[src/rtl/fwd_ctrl.sv]
// Purpose : EX-stage operand forwarding selects and one-cycle load-use stall for a 5-stage pipeline.
// Latency : selects are registered (computed in ID, valid in EX); stall_o is combinational from ID and EX.
// Backpressure: hold_i freezes every slot, select and counter; stall_o holds IF/ID and injects an EX bubble.
//
// Ports:
//   clk, rst_n                  clock, asynchronous active-low reset
//   id_valid_i                  ID holds a real instruction
//   id_rs_i / id_rt_i           ID source registers, qualified by id_use_rs_i / id_use_rt_i
//   id_rd_i, id_regwrite_i      ID destination register and its write enable
//   id_memread_i                ID instruction is a load
//   hold_i                      global freeze (has priority over flush_i)
//   flush_i                     kill the instruction in ID
//   fwd_a_sel_o / fwd_b_sel_o   00 regfile, 01 EX/MEM, 10 MEM/WB, 11 WB-hold
//   stall_o                     load-use stall toward IF/ID
// Optional (FWD_STATS_EN defined):
//   stat_clr_i                  synchronous clear of both counters
//   stat_fwd_cnt_o              non-00 selects registered (A and B counted separately)
//   stat_stall_cnt_o            cycles with stall_o & !hold_i
// Both counters saturate at all-ones and freeze while hold_i is high.
module fwd_ctrl #(
    parameter int REG_AW = 5,
    parameter int CNT_W  = 16
) (
    input  logic              clk,
    input  logic              rst_n,
    input  logic              id_valid_i,
    input  logic [REG_AW-1:0] id_rs_i,
    input  logic [REG_AW-1:0] id_rt_i,
    input  logic              id_use_rs_i,
    input  logic              id_use_rt_i,
    input  logic [REG_AW-1:0] id_rd_i,
    input  logic              id_regwrite_i,
    input  logic              id_memread_i,
    input  logic              hold_i,
    input  logic              flush_i,
    output logic [1:0]        fwd_a_sel_o,
    output logic [1:0]        fwd_b_sel_o,
    output logic              stall_o
`ifdef FWD_STATS_EN
    ,
    input  logic              stat_clr_i,
    output logic [CNT_W-1:0]  stat_fwd_cnt_o,
    output logic [CNT_W-1:0]  stat_stall_cnt_o
`endif
);

    // In-flight destination tracking. Only EX needs memread (load-use check).
    logic              ex_vld, ex_rw, ex_mr;
    logic [REG_AW-1:0] ex_rd;
    logic              mem_vld, mem_rw;
    logic [REG_AW-1:0] mem_rd;
    logic              wb_vld, wb_rw;
    logic [REG_AW-1:0] wb_rd;

    logic              load_ex;
    logic [1:0]        a_sel_nxt;
    logic [1:0]        b_sel_nxt;

    function automatic logic hit(input logic              vld,
                                 input logic              rw,
                                 input logic [REG_AW-1:0] rd,
                                 input logic [REG_AW-1:0] src,
                                 input logic              use_src);
        return vld & rw & (rd != '0) & (rd == src) & use_src;
    endfunction

    // Nearest producer wins; r0 never matches because rd != 0 is required.
    function automatic logic [1:0] sel_for(input logic [REG_AW-1:0] src,
                                           input logic              use_src);
        logic [1:0] s;
        s = 2'b00;
        if (hit(ex_vld, ex_rw, ex_rd, src, use_src))
            s = 2'b01;
        else if (hit(mem_vld, mem_rw, mem_rd, src, use_src))
            s = 2'b10;
        else if (hit(wb_vld, wb_rw, wb_rd, src, use_src))
            s = 2'b11;
        return s;
    endfunction

    always_comb begin
        stall_o   = 1'b0;
        load_ex   = 1'b0;
        a_sel_nxt = 2'b00;
        b_sel_nxt = 2'b00;

        // A load in EX has no data until MEM; one bubble lets the consumer pick it up via select 10.
        // Deliberately not gated by hold_i: the stall request stays visible across a freeze.
        stall_o = id_valid_i & ~flush_i & ex_vld & ex_mr & (ex_rd != '0) &
                  (((ex_rd == id_rs_i) & id_use_rs_i) | ((ex_rd == id_rt_i) & id_use_rt_i));

        load_ex = id_valid_i & ~stall_o & ~flush_i;
        if (load_ex) begin
            a_sel_nxt = sel_for(id_rs_i, id_use_rs_i);
            b_sel_nxt = sel_for(id_rt_i, id_use_rt_i);
        end
    end

    always_ff @(posedge clk or negedge rst_n) begin
        if (!rst_n) begin
            ex_vld      <= 1'b0;
            ex_rw       <= 1'b0;
            ex_mr       <= 1'b0;
            ex_rd       <= '0;
            mem_vld     <= 1'b0;
            mem_rw      <= 1'b0;
            mem_rd      <= '0;
            wb_vld      <= 1'b0;
            wb_rw       <= 1'b0;
            wb_rd       <= '0;
            fwd_a_sel_o <= 2'b00;
            fwd_b_sel_o <= 2'b00;
        end else if (!hold_i) begin
            wb_vld      <= mem_vld;
            wb_rw       <= mem_rw;
            wb_rd       <= mem_rd;
            mem_vld     <= ex_vld;
            mem_rw      <= ex_rw;
            mem_rd      <= ex_rd;
            // Bubble = valid cleared; the other fields are don't-care when invalid.
            ex_vld      <= load_ex;
            ex_rw       <= id_regwrite_i;
            ex_mr       <= id_memread_i;
            ex_rd       <= id_rd_i;
            fwd_a_sel_o <= a_sel_nxt;
            fwd_b_sel_o <= b_sel_nxt;
        end
    end

`ifdef FWD_STATS_EN
    logic [1:0]     fwd_inc;
    logic [CNT_W:0] fwd_sum;

    always_comb begin
        fwd_inc = {1'b0, (a_sel_nxt != 2'b00)} + {1'b0, (b_sel_nxt != 2'b00)};
        fwd_sum = {1'b0, stat_fwd_cnt_o} + {{(CNT_W-1){1'b0}}, fwd_inc};
    end

    always_ff @(posedge clk or negedge rst_n) begin
        if (!rst_n) begin
            stat_fwd_cnt_o   <= '0;
            stat_stall_cnt_o <= '0;
        end else if (stat_clr_i) begin
            stat_fwd_cnt_o   <= '0;
            stat_stall_cnt_o <= '0;
        end else if (!hold_i) begin
            // Carry out of the widened sum means we crossed all-ones: pin there.
            stat_fwd_cnt_o <= fwd_sum[CNT_W] ? {CNT_W{1'b1}} : fwd_sum[CNT_W-1:0];
            if (stall_o && (stat_stall_cnt_o != {CNT_W{1'b1}}))
                stat_stall_cnt_o <= stat_stall_cnt_o + 1'b1;
        end
    end
`endif

endmodule

[config.mk]
export PLATFORM = sky130hd
export DESIGN_NAME = fwd_ctrl
export DESIGN_NICKNAME = d
export VERILOG_FILES = /design/src/rtl/fwd_ctrl.sv
export SDC_FILE = /design/constraint.sdc
export NUM_CORES = 1
export LEC_CHECK = 0
export BUFFER_PORTS_ARGS = -buffer_cell sky130_fd_sc_hd__buf_2
export CAP_MARGIN = 40
export CORE_MARGIN = 2
export CORE_UTILIZATION = 56
export CTS_BUF_LIST = sky130_fd_sc_hd__clkbuf_8
export CTS_CLUSTER_DIAMETER = 150
export DETAILED_ROUTE_END_ITERATION = 16
export PLACE_DENSITY = 0.83
export SETUP_SLACK_MARGIN = 0.2
export SLEW_MARGIN = 20
export SYNTH_ARGS = -nofsm -noshare
export SYNTH_HDL_FRONTEND = slang
export SYNTH_SLANG_ARGS = --single-unit
[constraint.sdc]
create_clock -name clk -period 1.9 [get_ports clk]
set_input_delay 0.19 -clock clk [delete_from_list [all_inputs] [get_ports clk]]
set_output_delay 0.19 -clock clk [all_outputs]
set_load 0.01 [all_outputs]
==> reports/qor.yml, run 1 <==
crit_path_end_kind: "output pin"
num_vias: 1216
rows: 18
setup-tns-final_ps: -284.4
r2r_slack_ps: -100
design.core.area_um2: 2477
fill_cells: 146
place_congestion: 0.8492
synth_top_flop_cell: "dfrtp_1"
cp.arrival_ps: 1880
final_hold_viol_count: 0
p_sw_share_pct: 28.32
multiInputGateArea_um2: 862.1
leakagePower_uw: 0.0008435
first_pass_iters: 4
start_util_pct: 58.89
cp_max_fo: 4
comb_power_share_pct: 22.6
fin_skew_ps: 9.396
fin_crit_ps: 2066
rr_worst_depth: 9
drt-initial-drc-count: 14
critical_path.endpoint: "stall_o"
synth_top_area_share_pct: 44.60
regArea_um2: 653.1
synth_cells: 120
path_class: "reg2out"
wirelength_um: 3905
yosys-top-cells-count: "26 x dfrtp_1, 21 x mux2_2, 17 x xor2_1"
wl_met3_um: 257
pwr-share-seq_pct: 46.8
clkPwrFrac_pct: 30.6
synth.distinct_cells: 30
worstHoldPathCells: 2
dieWidth_um: 55.04
timing.rr.start: "ex_rd[4]"
instances_no_fill: 198
antenna_found_initial: 0
clk_path_buf_depth: 2
dp_cells: 179
ys_seq_area_share_pct: 44.60
diodes: 0
synth.area.top_cells: "dfrtp_1 45%, mux2_2 16%, xor2_1 10%"
p_sw_uw: 433.8
fmax_ghz: 0.4840
path_cells: "xor2_1 > nor4_1 > nand3_1 > a21oi_2 > and3b_2 > buf_6"
clock_latency_ps: 280
grt_pass1_wl_um: 5671
grt_usage_pct: 27.56
slew_violations: 0
met1Wirelength_um: 1585
cts_tree: "done"
synth-edff-count: 0
syn_nets: 144
ant_nets: 0
critPathLaunchType: "flop"
yosysMostFrequentCell: "dfrtp_1"
status: "finished, violations left"
async_flop_share_pct: 100.0
io_pins: 29
root_buffer: "clkbuf_8"
syn_area_um2: 1459
pre_cts_slack_ps: 127.0
grt_setup_unrepaired: "true"
yosysTopAreaCell: "dfrtp_1"
crit_required_ps: 1710
ys.warnings.count: 0
maxCapViolCount: 0
intPower_uw: 1098
grt_remaining_overflow: 0
vias_per_cell: 6.141
dieHeight_um: 55.04
worstReg2RegEnd: "fwd_b_sel_o[0]"
finalWorstSetupSlack_ps: -165.9
port_buffers: 28
ir_drop_mv: 0.7841
hpwl_um: 2412
slowest_delay_ps: 450
setup_viol: 3
tightest_slew_ps: 585.8
nNetsFinal: 193
ys_seq_elements: 26
area_growth_pct: 32.85
crit_slowest_cell: "dfrtp_1"
syn_area_per_cell_um2: 12.16
violations: "setup timing"
grt_pass1_vias: 1092
drive_above_1_share_pct: 52.38
power_density_nw_per_um2: 790.2
cts_buffers: 3
slew_headroom_pct: 60.95
fin_crit_sh_pct: 108.7
worstHoldPathType: "in2reg"
crit_start: "ex_rd[2]"
clock-sinks: 26
grt_max_degree: 27
htreeDepth: 1
wl_per_cell_um: 19.72
highest_layer: "met4"
drc: 0
clk_pin_slew_ps: 90
dr_wl_met2_um: 2014
die_area_um2: 3029
[worst min path at each step]
stage / from / end
after floorplan: rst_n / ex_mr
after global placement: rst_n / ex_rd[3]
after detailed placement: rst_n / ex_rd[3]
after CTS: id_rd_i[3] / ex_rd[3]
after global routing: id_rd_i[4] / ex_rd[4]
final: id_rd_i[4] / ex_rd[4]
[metrics by stage]
step	hold slack, ps	area, µm²	power, µW	util (%)
final	147.2	1938	1531	78.23
after floorplan	-105.6	1459	894.7	-
after detailed placement	213.5	1655	1007	66.82
after CTS	148.3	1879	1503	75.86
after global placement	209.7	1655	990.0	66.82
after global routing	137.8	1938	1600	78.23
[power by group through the flow]
stage                     logic [µW]  registers, µW  clock network, µW
after global placement           273            717                  0
after floorplan                  200            695                  0
after CTS                        320            714                469
final                            346            717                468
after detailed placement         283            724                  0
after global routing             372            725                504
[sequential cells by signal, summed over array words and instances (netlist names)]
signal and flops:
ex_vld 1, ex_mr 1, wb_rw 1, ex_rd 5, wb_rd 5, mem_rw 1, mem_rd 5, wb_vld 1
fwd_a_sel_o 2, mem_vld 1, fwd_b_sel_o 2, ex_rw 1
[cells by family (layout without fill, tap and decap cells)]
| logic type | after synthesis | in the layout | synth area share (%) |
|---|---|---|---|
| xor+xnor | 30 | 30 | 18.01 |
| flops | 26 | 26 | 44.60 |
| simple gates | 26 | 26 | 11.92 |
| mux | 21 | 21 | 16.21 |
| compound gates | 14 | 14 | 8.491 |
| buf+inv | 3 | 51 | 0.7718 |
[cell usage in the layout, fill, tap and decap left out, types with 2 or more instances in the layout]
master and n:
nand2_1 7, mux2_2 21, xnor2_1 13, clkbuf_8 3
nor3_1 2, dfrtp_2 2, o31ai_4 2, buf_4 12
buf_2 27, buf_6 7, nor4_1 3, dfrtp_1 24
nand4_1 4, a21oi_2 2, xor2_1 17
[per-layer routing]
metal	track usage [%]	vias to the layer above
met3	5.645	8
met4	4.878	0
li1	-	543
met2	48.02	49
met5	0	-
met1	35.83	616
[repair_timing]
action,CTS,global route
setup endpoints to repair,5,6
setup buffers,9,5
gates resized for setup,14,6
hold buffers,1,0
hold endpoints to repair,26,0
pin swaps,11,7
[worst max-delay path, delay by kind of cell (launching register included)]
family,cells,cell delay [ps]
buffers and inverters,1,100
flip-flops,1,450
AND/OR/NAND/NOR,3,670
AO/OA/AOI/OAI,1,200
XOR/XNOR,1,190
[cell type report]
class	count	share of cell area (%)
Clock buffer	3	2.130
Multi-Input combinational cell	91	44.48
Tap cell	30	1.937
Clock inverter	1	1.549
Sequential cell	26	33.70
Timing Repair Buffer	47	16.20
Power figures use the tool's default switching activity.
==> inputs of run 2 (changes only) <==
--- a/config.mk
+++ b/config.mk
@@ -12,7 +12,7 @@
 export CTS_BUF_LIST = sky130_fd_sc_hd__clkbuf_8
 export CTS_CLUSTER_DIAMETER = 150
 export DETAILED_ROUTE_END_ITERATION = 16
-export PLACE_DENSITY = 0.83
+export PLACE_DENSITY = 0.81
 export SETUP_SLACK_MARGIN = 0.2
 export SLEW_MARGIN = 20
 export SYNTH_ARGS = -nofsm -noshare
==> run 2 against run 1 <==
  * The flow still finishes with violations (setup timing)
  * Sequential power decreased by 1%
  * Sequential share of layout area grew 0.28 points
  * Critical endpoint unchanged
  * Combinational power up 5%
  * Largest power group unchanged
  * Largest cell class unchanged
  * Count of clock-buffer cells in the layout is the same
  * First-iteration DRC count grew to 2.9 times the previous value
  * Design area down 0.65%
  * Non-clock buffer count down 2
  * Setup slack worse by 75 ps
  * Flip-flop and latch count stayed put
  * Highest routed layer unchanged
  * Register-to-register slack hardly changed
==> reports/qor.yml, run 2 (synthesis results as in run 1) <==
critPathLaunchType: "flop"  # unchanged
num_vias: 1220  # was 1216
slew_violations: 0  # unchanged
grt_pass1_wl_um: 5471  # was 5671 µm
most-common-layout-cells: "27 x buf_2, 23 x dfrtp_1, 21 x mux2_2, 17 x xor2_1, 13 x xnor2_1"  # was 27 x buf_2, 24 x dfrtp_1, 21 x mux2_2, 17 x xor2_1, 13 x xnor2_1
nNetsFinal: 191  # was 193
rows: 18  # unchanged
crit_path_end_kind: "output pin"  # unchanged
violations: "setup timing"  # unchanged
intPower_uw: 960.0  # was 1098 µW
dp_cells: 179  # unchanged
fill_cells: 156  # was 146
area_growth_pct: 31.99  # was 32.85%
dieWidth_um: 55.04  # unchanged
regArea_um2: 654.4  # was 653.1 µm²
final_hold_viol_count: 0  # unchanged
grt_max_degree: 27  # unchanged
timing.rr.start: "ex_rd[4]"  # unchanged
min_from: "id_regwrite_i"  # was id_rd_i[4]
clk_path_buf_depth: 2  # unchanged
place_area_um2: 1655  # unchanged
path_class: "reg2out"  # unchanged
fin_skew_ps: 4.120  # was 9.396 ps
grt_remaining_overflow: 0  # unchanged
cts_buffers: 3  # unchanged
r2r_slack_ps: -90  # was -100 ps
setup_viol: 5  # was 3
drt-initial-drc-count: 41  # was 14
grt_usage_pct: 25.89  # was 27.56%
root_buffer: "clkbuf_8"  # unchanged
die_area_um2: 3029  # unchanged
final_common_cell: "buf_2"  # unchanged
ant_nets: 0  # unchanged
worstHoldPathType: "in2reg"  # unchanged
design.core.area_um2: 2477  # unchanged
diodes: 0  # unchanged
finalWorstSetupSlack_ps: -240.7  # was -165.9 ps
hpwl_um: 2359  # was 2412 µm
setup-tns-final_ps: -436.0  # was -284.4 ps
comb_power_share_pct: 26.4  # was 22.6%
wl_per_cell_um: 19.89  # was 19.72 µm
clk_pin_slew_ps: 80  # was 90 ps
vias_per_cell: 6.256  # was 6.141
maxCapViolCount: 0  # unchanged
fin_crit_sh_pct: 112.7  # was 108.7%
dieHeight_um: 55.04  # unchanged
clock_latency_ps: 270  # was 280 ps
instances_no_fill: 195  # was 198
drc: 0  # unchanged
cp_max_fo: 5  # was 4
final_cell_area_um2: 1926  # was 1938 µm²
slew_headroom_pct: 61.67  # was 60.95%
ir_drop_mv: 0.6417  # was 0.7841 mV
worstReg2RegEnd: "fwd_a_sel_o[0]"  # was fwd_b_sel_o[0]
rr_worst_depth: 7  # was 9
p_sw_share_pct: 30.13  # was 28.32%
worstHoldPathCells: 2  # unchanged
wirelength_um: 3879  # was 3905 µm
port_buffers: 28  # unchanged
fin_crit_ps: 2141  # was 2066 ps
first_pass_iters: 4  # unchanged
place_congestion: 0.8388  # was 0.8492
io_pins: 29  # unchanged
clkPwrFrac_pct: 22.2  # was 30.6%
grt_setup_unrepaired: "true"  # unchanged
tightest_slew_ps: 575.0  # was 585.8 ps
fmax_ghz: 0.4671  # was 0.4840 GHz
reg.largest.list: "ex_rd: 5 flops, mem_rd: 5 flops, wb_rd: 5 flops"  # unchanged
post-route-util_pct: 77.73  # was 78.23%
drive_above_1_share_pct: 52.12  # was 52.38%
crit_required_ps: 1710  # about the same
start_util_pct: 58.89  # unchanged
leakagePower_uw: 0.0008187  # was 0.0008435 µW
multiInputGateArea_um2: 888.4  # was 862.1 µm²
cts_tree: "done"  # unchanged
pre_cts_slack_ps: 138.5  # was 127.0 ps
p_sw_uw: 413.9  # was 433.8 µW
cp.arrival_ps: 1950  # was 1880 ps
path_cells: "buf_4 > xor2_1 > nor4_2 > nand3b_1 > a21oi_2 > and3b_2 > buf_6"  # was xor2_1 > nor4_1 > nand3_1 > a21oi_2 > and3b_2 > buf_6
clock-sinks: 26  # unchanged
htreeDepth: 1  # unchanged
min_to: "ex_rw"  # was ex_rd[4]
antenna_found_initial: 0  # unchanged
slowest_delay_ps: 440  # was 450 ps
grt_pass1_vias: 1176  # was 1092
power_density_nw_per_um2: 713.5  # was 790.2 nW/µm²
crit_slowest_cell: "dfrtp_2"  # was dfrtp_1
status: "finished, violations left"  # unchanged
pwr-share-seq_pct: 51.5  # was 46.8%
[run 2: critical path: cells and delay by family, from the launching register on]
family                    cells  cell delay (ps)
AOI/OAI and AO/OA             1              180
xor gates and xnor gates      1              170
buffers and inverters         2              240
DFF                           1              440
and+or+nand+nor               3              650
[run 2: final cells by class]
class | instances | share of cell area (%)
repair buffers | 45 | 15.79
flip-flops and latches | 26 | 33.98
clock buffers | 3 | 2.144
multi-input cells | 91 | 46.13
well taps | 30 | 1.949
[run 2: stage by stage]
step / hold slack [ps] / total power, µW
2_1_floorplan: -105.6 / 894.7
3_3_place_gp: 212.7 / 990.2
3_5_place_dp: 225.2 / 1006
4_1_cts: 144.7 / 1355
5_1_grt: 149.9 / 1444
6_report: 148.6 / 1374
[run 2: worst max path at each step]
stage | from | slack [ps] | cells past startpoint | to
after CTS | ex_rd[2] | -110 | 6 | stall_o
final | ex_rd[2] | -240 | 7 | stall_o
after detailed placement | ex_rd[2] | 140 | 5 | fwd_b_sel_o[1]
after global placement | ex_rd[2] | 180 | 5 | fwd_b_sel_o[1]
after floorplan | ex_rd[0] | 220 | 5 | stall_o
after global routing | ex_rd[2] | -290 | 7 | stall_o
[run 2: timing repair]
action | CTS | global route
pin swaps | 14 | 10
setup endpoints to repair | 3 | 6
hold endpoints to repair | 26 | 0
hold buffers | 1 | 0
resized for setup | 12 | 9
setup buffers | 8 | 4
[run 2: power groups by stage]
stage	Combinational, µW	Sequential, µW	Clock [µW]
floorplan	200	695	0
global placement	275	716	0
detailed placement	287	719	0
CTS	334	703	318
global route	389	716	339
finish	362	707	305
[run 2: layer usage]
layer / routed length, µm / vias up / GRT usage (%)
met5: 0 / - / 0
met4: 176 / 0 / 11.79
met3: 251 / 19 / 4.570
met2: 1855 / 68 / 40.87
met1: 1596 / 600 / 34.66
li1: - / 533 / -
==> inputs of run 3 (changes only) <==
--- a/config.mk
+++ b/config.mk
@@ -5,14 +5,15 @@
 export SDC_FILE = /design/constraint.sdc
 export NUM_CORES = 1
 export LEC_CHECK = 0
+export ABC_AREA = 1
 export BUFFER_PORTS_ARGS = -buffer_cell sky130_fd_sc_hd__buf_2
 export CAP_MARGIN = 40
 export CORE_MARGIN = 2
-export CORE_UTILIZATION = 56
+export CORE_UTILIZATION = 58
 export CTS_BUF_LIST = sky130_fd_sc_hd__clkbuf_8
 export CTS_CLUSTER_DIAMETER = 150
 export DETAILED_ROUTE_END_ITERATION = 16
-export PLACE_DENSITY = 0.81
+export PLACE_DENSITY = 0.82
 export SETUP_SLACK_MARGIN = 0.2
 export SLEW_MARGIN = 20
 export SYNTH_ARGS = -nofsm -noshare
==> run 3 against run 2 <==
  * The run now ends clean
  * Count of clock-buffer cells in the layout increased by 1
  * Combinational power decreased by 4%
  * Non-clock buffer count decreased by 14
  * Die area increased by 17%
  * Setup slack improved by 520 ps
  * Critical path depth increased by 1
  * Sequential power decreased by 6.5%
  * Utilization decreased by 9.1 points
  * First-iteration DRC count increased by 78%
  * Fmax increased by 32%
  * Critical endpoint unchanged
  * Largest power group unchanged
==> reports/qor.yml, run 3 <==
comb_power_share_pct: 25.4  # was 26.4%
dieHeight_um: 59.49  # was 55.04 µm
synth_top_area_share_pct: 36.44  # was 44.60%
finalPower_uw: 1372  # was 1374 µW
path_class: "reg2out"  # unchanged
io_pins: 29  # unchanged
ant_nets: 0  # unchanged
fin_skew_ps: 2.205  # was 4.120 ps
grt_setup_unrepaired: "false"  # was true
clk_pin_slew_ps: 90  # was 80 ps
final_cell_area_um2: 2043  # was 1926 µm²
intPower_uw: 910.7  # was 960.0 µW
yosys-top-cells-count: "136 x nand2_1, 30 x nor2_1, 26 x dfrtp_1"  # was 26 x dfrtp_1, 21 x mux2_2, 17 x xor2_1
syn_nets: 322  # was 144
root_buffer: "clkbuf_8"  # unchanged
slew_violations: 0  # unchanged
holdWs_ps: 102.8  # was 148.6 ps
pwr-share-seq_pct: 48.2  # was 51.5%
syn_area_per_cell_um2: 5.991  # was 12.16 µm²
synth.area.top_cells: "dfrtp_1 36%, nand2_1 29%, nor2_1 6.3%"  # was dfrtp_1 45%, mux2_2 16%, xor2_1 10%
grt_max_degree: 27  # unchanged
slew_headroom_pct: 61.57  # was 61.67%
design.core.area_um2: 2978  # was 2477 µm²
reg.largest.list: "ex_rd: 5 flops, mem_rd: 5 flops, wb_rd: 5 flops"  # unchanged
drc: 0  # unchanged
yosysTopAreaCell: "dfrtp_1"  # unchanged
fmax_ghz: 0.6175  # was 0.4671 GHz
final_hold_viol_count: 0  # unchanged
crit_required_ps: 1710  # about the same
first_pass_iters: 4  # unchanged
die_area_um2: 3538  # was 3029 µm²
status: "finished clean"  # was finished, violations left
start_util_pct: 59.96  # was 58.89%
rows: 20  # was 18
nNetsFinal: 354  # was 191
crit_path_end_kind: "output pin"  # unchanged
worstHoldPathType: "in2reg"  # unchanged
wl_per_cell_um: 12.49  # was 19.89 µm
vias_per_cell: 5.254  # was 6.256
leakagePower_uw: 0.001183  # was 0.0008187 µW
grt_remaining_overflow: 0  # unchanged
critical_path.endpoint: "stall_o"  # unchanged
cts_buffers: 3  # unchanged
diodes: 0  # unchanged
rr_worst_depth: 10  # was 7
grt_usage_pct: 29.15  # was 25.89%
antenna_found_initial: 0  # unchanged
area_growth_pct: 14.44  # was 31.99%
hpwl_um: 3592  # was 2359 µm
min_from: "id_memread_i"  # was id_regwrite_i
setup-tns-final_ps: 0  # was -436.0 ps
clk_path_buf_depth: 2  # unchanged
yosysMostFrequentCell: "nand2_1"  # was dfrtp_1
r2r_slack_ps: 490  # was -90 ps
cp.arrival_ps: 1430  # was 1950 ps
synth_top_flop_cell: "dfrtp_1"  # unchanged
maxCapViolCount: 0  # unchanged
grt_pass1_vias: 1790  # was 1176
num_vias: 1902  # was 1220
clkPwrFrac_pct: 26.4  # was 22.2%
power_density_nw_per_um2: 671.7  # was 713.5 nW/µm²
cp_max_fo: 6  # was 5
critPathLaunchType: "flop"  # unchanged
final_common_cell: "nand2_1"  # was buf_2
ys_seq_elements: 26  # unchanged
htreeDepth: 1  # unchanged
grt_pass1_wl_um: 7700  # was 5471 µm
ys_seq_area_share_pct: 36.44  # was 44.60%
port_buffers: 28  # unchanged
p_sw_share_pct: 33.65  # was 30.13%
dieWidth_um: 59.49  # was 55.04 µm
clock-sinks: 26  # unchanged
worstReg2RegEnd: "fwd_b_sel_o[1]"  # was fwd_a_sel_o[0]
drt-initial-drc-count: 73  # was 41
async_flop_share_pct: 100.0  # unchanged
ir_drop_mv: 0.6080  # was 0.6417 mV
clock_latency_ps: 270  # about the same
setup_viol: 0  # was 5
p_sw_uw: 461.8  # was 413.9 µW
place_area_um2: 1959  # was 1655 µm²
place_congestion: 0.9595  # was 0.8388
wirelength_um: 4523  # was 3879 µm
crit_start: "ex_rd[4]"  # was ex_rd[2]
drive_above_1_share_pct: 21.28  # was 52.12%
tightest_slew_ps: 576.5  # was 575.0 ps
synth_cells: 298  # was 120
syn_area_um2: 1785  # was 1459 µm²
fin_crit_ps: 1620  # was 2141 ps
fin_crit_sh_pct: 85.24  # was 112.7%
ys.warnings.count: 0  # unchanged
synth.distinct_cells: 18  # was 30
most-common-layout-cells: "135 x nand2_1, 29 x nor2_1, 27 x buf_2, 26 x dfrtp_1, 22 x inv_1"  # was 27 x buf_2, 23 x dfrtp_1, 21 x mux2_2, 17 x xor2_1, 13 x xnor2_1
timing.rr.start: "ex_rd[2]"  # was ex_rd[4]
cts_tree: "done"  # unchanged
synth-edff-count: 0  # unchanged
run 3: cell count changes after synthesis, moves of 7 or more:
cell / change
inv_1: +23
nor2_2: +7
a21oi_1: +9
o21ai_0: +17
nand3_1: +12
xnor2_1: -13
xor2_1: -17
inv_2: +19
nand2_1: +129
mux2_2: -21
nor2_1: +30
run 3: critical path: stages, from the launching register on:
cell,delay (ps)
dfrtp_1,410
inv_2,120
nand2_2,60
a21oi_2,150
nand3_2,100
nand2_2,90
nand2_1,60
inv_2,70
buf_6,90
run 3: worst min path at each step:
| stage | cells after the start | end | slack (ps) |
|---|---|---|---|
| 6_report | 3 | ex_mr | 100 |
| 5_1_grt | 3 | ex_mr | 100 |
| 4_1_cts | 3 | ex_mr | 110 |
| 3_5_place_dp | 1 | mem_rd[1] | 220 |
| 3_3_place_gp | 1 | mem_rd[1] | 220 |
| 2_1_floorplan | 0 | ex_mr | -110 |
run 3: layout make-up:
cell class	instances	area, µm²
sequential	26	650.6
clock buffer	4	55.05
tap	33	41.29
fill	296	934.6
timing repair buffer	31	171.4
inverter	42	157.7
multi-input combinational	226	967.2
run 3: what timing repair did:
| item | in CTS | in global routing |
|---|---|---|
| endpoints found under the setup margin | 0 | 1 |
| hold endpoints to repair | 26 | 0 |
| setup buffers | 0 | 1 |
| gates resized for setup | 0 | 4 |
| hold buffers | 1 | 0 |
run 3: logic make-up after synthesis:
family | count (synthesis) | synth area share [%]
buffers and inverters | 46 | 9.670
AOI/OAI and AO/OA | 33 | 9.951
DFF | 26 | 36.44
and+or+nand+nor | 193 | 43.94
run 3: metrics by stage:
stage	worst slack, ps	utilization, %	std cells
finish	280.5	68.61	362
global route	191.9	68.61	362
CTS	275.8	67.98	361
detailed placement	590.5	65.80	356
global placement	594.3	65.80	356
floorplan	765.2	-	298
run 3: per-layer routing:
metal	routed length (µm)	global-route usage, %
met5	0	0
met3	294	4.367
met1	1988	38.45
met4	70	9.091
met2	2170	48.98
run 3: power groups by stage:
stage	logic, µW	clock network, µW	registers, µW
2_1_floorplan	237	0	658
3_3_place_gp	334	0	671
3_5_place_dp	340	0	671
4_1_cts	346	359	660
5_1_grt	402	382	672
6_report	349	362	661
